### src/rtl/struct_field_packer_if.sv
// Field-write and packed-word output bundle for struct_field_packer.
// The block under design takes the slave modport; producer/consumer take master.
interface struct_field_packer_if #(
  parameter int NUM_FIELDS = 4,
  parameter int FIELD_W    = 1,
  parameter int IDX_W      = 2
);
  logic                          fld_valid;
  logic                          fld_ready;
  logic [IDX_W-1:0]              fld_idx;
  logic [FIELD_W-1:0]            fld_data;
  logic                          flush;
  logic                          out_valid;
  logic                          out_ready;
  logic [NUM_FIELDS*FIELD_W-1:0] out_data;
  logic                          out_partial;
  logic                          err_idx;

  modport slave (
    input  fld_valid, fld_idx, fld_data, flush, out_ready,
    output fld_ready, out_valid, out_data, out_partial, err_idx
  );

  modport master (
    output fld_valid, fld_idx, fld_data, flush, out_ready,
    input  fld_ready, out_valid, out_data, out_partial, err_idx
  );
endinterface

### src/rtl/struct_field_packer.sv
// Collects indexed field writes into a packed struct word (field 0 in the MSBs)
// and presents the whole word on a valid/ready port once complete or flushed.
module struct_field_packer #(
  parameter int                            NUM_FIELDS = 4,
  parameter int                            FIELD_W    = 1,
  parameter int                            IDX_W      = 2,
  parameter logic [NUM_FIELDS*FIELD_W-1:0] DEFAULT    = '0
) (
  input  logic                   clk,
  input  logic                   rst,
  struct_field_packer_if.slave   bus
);
  localparam int W = NUM_FIELDS * FIELD_W;

  typedef enum logic {FILL, HOLD} state_t;

  state_t                r_state;
  logic [NUM_FIELDS-1:0] r_mask;
  logic [W-1:0]          r_data;
  logic                  r_fld_ready;
  logic                  r_out_valid;
  logic                  r_out_partial;
  logic                  r_err_idx;

  logic                  w_wr_ok;
  logic                  w_in_range;
  logic [NUM_FIELDS-1:0] w_mask_set;
  logic [NUM_FIELDS-1:0] w_mask_next;
  logic [W-1:0]          w_data_next;
  logic                  w_done;

  // r_fld_ready is only high in FILL, so it also gates writes away from HOLD.
  assign w_wr_ok     = bus.fld_valid & r_fld_ready;
  assign w_in_range  = (32'(bus.fld_idx) < NUM_FIELDS);
  assign w_mask_next = r_mask | w_mask_set;
  assign w_done      = (&w_mask_next) | bus.flush;

  for (genvar k = 0; k < NUM_FIELDS; k++) begin : g_field
    assign w_mask_set[k] = w_wr_ok & w_in_range & (32'(bus.fld_idx) == k);
    assign w_data_next[(NUM_FIELDS-k)*FIELD_W-1 -: FIELD_W] =
      w_mask_set[k] ? bus.fld_data : r_data[(NUM_FIELDS-k)*FIELD_W-1 -: FIELD_W];
  end

  always_ff @(posedge clk) begin
    if (rst) begin
      r_state       <= FILL;
      r_mask        <= '0;
      r_data        <= DEFAULT;
      r_fld_ready   <= 1'b1;
      r_out_valid   <= 1'b0;
      r_out_partial <= 1'b0;
      r_err_idx     <= 1'b0;
    end else begin
      case (r_state)
        FILL: begin
          r_mask <= w_mask_next;
          r_data <= w_data_next;
          if (w_wr_ok && !w_in_range) r_err_idx <= 1'b1;
          if (w_done) begin
            r_state       <= HOLD;
            r_fld_ready   <= 1'b0;
            r_out_valid   <= 1'b1;
            r_out_partial <= ~&w_mask_next;
          end
        end
        HOLD: begin
          if (bus.out_ready) begin
            r_state       <= FILL;
            r_mask        <= '0;
            r_data        <= DEFAULT;
            r_fld_ready   <= 1'b1;
            r_out_valid   <= 1'b0;
            r_out_partial <= 1'b0;
          end
        end
        default: r_state <= FILL;
      endcase
    end
  end

  assign bus.fld_ready   = r_fld_ready;
  assign bus.out_valid   = r_out_valid;
  assign bus.out_data    = r_data;
  assign bus.out_partial = r_out_partial;
  assign bus.err_idx     = r_err_idx;
endmodule

### src/flat_wrapper.sv
// flat-port wrapper written by rule: the top's interface ports become plain ports
module struct_field_packer_flat 
#(
  parameter int                            NUM_FIELDS = 4,
  parameter int                            FIELD_W    = 1,
  parameter int                            IDX_W      = 2,
  parameter logic [NUM_FIELDS*FIELD_W-1:0] DEFAULT    = '0
)
  (clk, rst, bus_fld_valid, bus_fld_idx, bus_fld_data, bus_flush, bus_out_ready, bus_fld_ready, bus_out_valid, bus_out_data, bus_out_partial, bus_err_idx);
  struct_field_packer_if #(.NUM_FIELDS(NUM_FIELDS), .FIELD_W(FIELD_W), .IDX_W(IDX_W)) bus_i ();
  input  logic clk;
  input  logic rst;
  input wire logic [$bits(bus_i.fld_valid)-1:0] bus_fld_valid;
  input wire logic [$bits(bus_i.fld_idx)-1:0] bus_fld_idx;
  input wire logic [$bits(bus_i.fld_data)-1:0] bus_fld_data;
  input wire logic [$bits(bus_i.flush)-1:0] bus_flush;
  input wire logic [$bits(bus_i.out_ready)-1:0] bus_out_ready;
  output wire logic [$bits(bus_i.fld_ready)-1:0] bus_fld_ready;
  output wire logic [$bits(bus_i.out_valid)-1:0] bus_out_valid;
  output wire logic [$bits(bus_i.out_data)-1:0] bus_out_data;
  output wire logic [$bits(bus_i.out_partial)-1:0] bus_out_partial;
  output wire logic [$bits(bus_i.err_idx)-1:0] bus_err_idx;
  assign bus_i.fld_valid = bus_fld_valid;
  assign bus_i.fld_idx = bus_fld_idx;
  assign bus_i.fld_data = bus_fld_data;
  assign bus_i.flush = bus_flush;
  assign bus_i.out_ready = bus_out_ready;
  assign bus_fld_ready = bus_i.fld_ready;
  assign bus_out_valid = bus_i.out_valid;
  assign bus_out_data = bus_i.out_data;
  assign bus_out_partial = bus_i.out_partial;
  assign bus_err_idx = bus_i.err_idx;
  struct_field_packer #(.NUM_FIELDS(NUM_FIELDS), .FIELD_W(FIELD_W), .IDX_W(IDX_W), .DEFAULT(DEFAULT)) u_core (.clk(clk), .rst(rst), .bus(bus_i));
endmodule
### config.mk
export PLATFORM = sky130hd
export DESIGN_NAME = struct_field_packer_flat
export DESIGN_NICKNAME = d
export VERILOG_FILES = /design/src/rtl/struct_field_packer_if.sv /design/src/rtl/struct_field_packer.sv /design/src/flat_wrapper.sv
export SDC_FILE = /design/constraint.sdc
export NUM_CORES = 1
export LEC_CHECK = 0
export BUFFER_PORTS_ARGS = -buffer_cell sky130_fd_sc_hd__clkbuf_2
export CAP_MARGIN = 20
export CORE_AREA = 2 2 39 41
export DETAILED_ROUTE_END_ITERATION = 7
export DIE_AREA = 0 0 41 43
export PLACE_DENSITY = 0.68
export SLEW_MARGIN = 15
export SYNTH_ARGS = -nofsm -noshare
export SYNTH_HDL_FRONTEND = slang
export SYNTH_SLANG_ARGS = --single-unit
### constraint.sdc
create_clock -name clk -period 1.2 [get_ports clk]
set_input_delay 0.06 -clock clk [delete_from_list [all_inputs] [get_ports clk]]
set_output_delay 0.06 -clock clk [all_outputs]
set_load 0.05 [all_outputs]
==> impl_metrics.csv <==
group,metric,value,unit
finish,layout_common_cells,"clkbuf_2 (14), nor2_1 (9), dfxtp_1 (8)",
yosys,postSynthAreaPerCell,8.41,sq um
global_route,gr-total-overflow,0,
pwr,p_int,0.664,mW
global_route,antenna_found_initial,0,
detailed_routing,drc,0,
global_route,grt_max_degree,9,
yosys,synth_cell_types,25,
finish,fin_util,0.512,
pwr,p_leak,0.314,nW
timing,rsz0062_at_grt,"true",
detailed_routing,via_per_inst,5.11,
yosys,syn_inst,64,
pwr,powerDensity,1300,mW/mm^2
global_route,met1_usage,0.211,
worst_hold_path,hold_path_class,"in -> reg",
timing,hold_viol,0,
floorplan,io_pins,16,
timing,setup_ws,0.00851,ns
setup_path,path_max_fanout,7,
finish,diodes,0,
finish,area_growth,31.6,%
clocking,cts_htree_levels,1,
setup_path,cp_data_arrival_time,1.36,ns
floorplan,fp.dieArea,0.00176,sq mm
timing,fmax,839,MHz
detailed_routing,wirelength,1130,um
pwr,swShare,0.280,
yosys,syn-cell-area,538,sq um
detailed_routing,drt_iter0_markers,10,
place,hpwl,811,um
detailed_routing,dr.pass1.iters,4,
clocking,cts_root_buf,"clkbuf_4",
floorplan,initial_core_util,0.389,
clocking,clockBufferDepth,2,
clocking,cts_buffers,3,
run,maxCapViolCount,0,
floorplan,rows,14,
clocking,clk_latency,0.27,ns
finish,final_common_cell,"clkbuf_2",
setup_path,path_class,"reg -> reg",
setup_path,startpoint_type,"flop",
timing,fin_crit_sh,0.993,
floorplan,core,0.00138,sq mm
pwr,switching_power,0.259,mW
global_route,grt_pass1_wl,1910,um
timing,final_max_slew_viol_count,0,
pwr,pwr-share-clk,0.351,
global_route,grt_pass1_vias,464,
clocking,cts_num_sinks,12,
place,pre_cts_ws,0.00680,ns
pwr,combinationalPowerShare,0.178,
yosys,ys_seq_elements,12,
place,place_congestion,0.711,
clocking,cts_tree,"yes",
setup_path,cp-end-kind,"flop",
finish,fin_nets,95,
detailed_routing,wl_per_cell,11.1,um
timing,whs,0.0242,ns
timing,final-setup-viol-count,0,
detailed_routing,ant_nets,0,
setup_path,crit_required,1.37,ns
global_route,track_usage,0.159,
pwr,ir_worst_vdd,0.601,mV
global_route,grt_busiest_layer,"met2",
timing,period_needed,1.19,ns
global_route,grt_use_met2,0.234,
yosys,syn_nets,72,
outcome,status,"complete, no violations",
pwr,seqPwrFrac,0.472,
global_route,gr-usage-met3,0.0157,
floorplan,fp.dieH,43,um
yosys,ys_seq_area_frac,0.447,
timing,tns,0,ns
clocking,clk_pin_slew,0.08,ns
finish,drive_above_1_share,0.384,
detailed_routing,num_vias,521,
floorplan,die_width,41,um
place,io_buffers,14,
timing,finalClockSkew,0.000732,ns
yosys,ys_warn_count,0,
[repair_timing]
action / CTS / global route
setup endpoints to repair: 2 / 3
hold buffers: 0 / 0
buffers inserted: 1 / 0
pin swaps: 1 / 1
resized for setup: 1 / 6
[per-stage QoR]
stage          cells  power [mW]  area (sq um)
2_1_floorplan     64       0.553           542
6_report         102       0.923           708
3_5_place_dp      97       0.603           651
3_3_place_gp      97       0.602           651
5_1_grt          102       0.970           708
4_1_cts          102       0.931           696
[area by class of cell]
type	count	area, sq um
tap	16	20.0
fill	137	676
inverter	3	11.3
timing repair buffer	20	115
clock buffer	4	36.3
multi-input combinational	47	275
sequential	12	250
[state kept, by name, summed over array words and instances, names as in the netlist]
signal and count:
u_core.bus.out_partial 1, u_core.bus.out_data 4, u_core.bus.fld_ready 1, u_core.bus.out_valid 1, u_core.r_mask 4, u_core.r_state 1
[critical path, cell delays in order (launching register included)]
cell and delay (ns):
dfxtp_4 0.38, nand2_2 0.05, o31ai_1 0.21, nand2_1 0.14, a221o_1 0.30
[cells by family (layout without fill, tap and decap cells)]
logic type,count (synthesis),count (layout),share of synthesized area
flip-flops,12,12,0.447
multiplexers,3,3,0.0558
buffers and inverters,5,27,0.0558
AND/OR/NAND/NOR,30,30,0.284
other,1,1,0.00697
AO/OA/AOI/OAI,13,13,0.151
[power by group through the flow]
stage | registers, mW | logic (mW) | clock network [mW]
after floorplan | 0.484 | 0.0687 | 0
after global placement | 0.444 | 0.158 | 0
after detailed placement | 0.444 | 0.159 | 0
after CTS | 0.435 | 0.161 | 0.334
after global routing | 0.440 | 0.178 | 0.353
final | 0.435 | 0.164 | 0.323
[final timing paths]
check | startpoint | to | slack, ns | cells past startpoint
worst max-delay path | u_core.bus.fld_ready | u_core.bus.fld_ready | 0.009 | 4
worst min-delay path | rst | u_core.bus.out_data[2] | 0.02 | 2
worst max register to register | u_core.bus.fld_ready | u_core.bus.fld_ready | 0.009 | 4
worst min register to register | u_core.bus.out_data[2] | u_core.bus.out_data[2] | 0.47 | 2
[cells in the mapped netlist]
library cell  count  area (sq um)
a21oi_1           7          35.0
a221o_1           1          10.0
a221oi_1          1          8.76
and2_1            1          6.26
and2_4            1          8.76
and2b_1           1          7.51
and4bb_2          1          12.5
buf_4             1          7.51
buf_6             1          11.3
conb_1            1          3.75
dfxtp_1          12           240
inv_1             3          11.3
mux2i_1           3          30.0
nand2_1           8          30.0
nand2b_1          1          6.26
nand3_1           3          15.0
nand3b_1          1          7.51
nand4b_1          1          8.76
nor2_1           10          37.5
nor2b_1           1          6.26
o211ai_1          1          7.51
o21a_1            1          7.51
o21ai_0           1          5.00
o31ai_1           1          7.51
or2_2             1          6.26
[layer usage]
layer  wire, um  part of all wire
met2        534              0.47
met1        509              0.45
met4         45             0.040
met3         39             0.035
met5          0                 0
No activity file was read; power rests on OpenSTA's default activity.
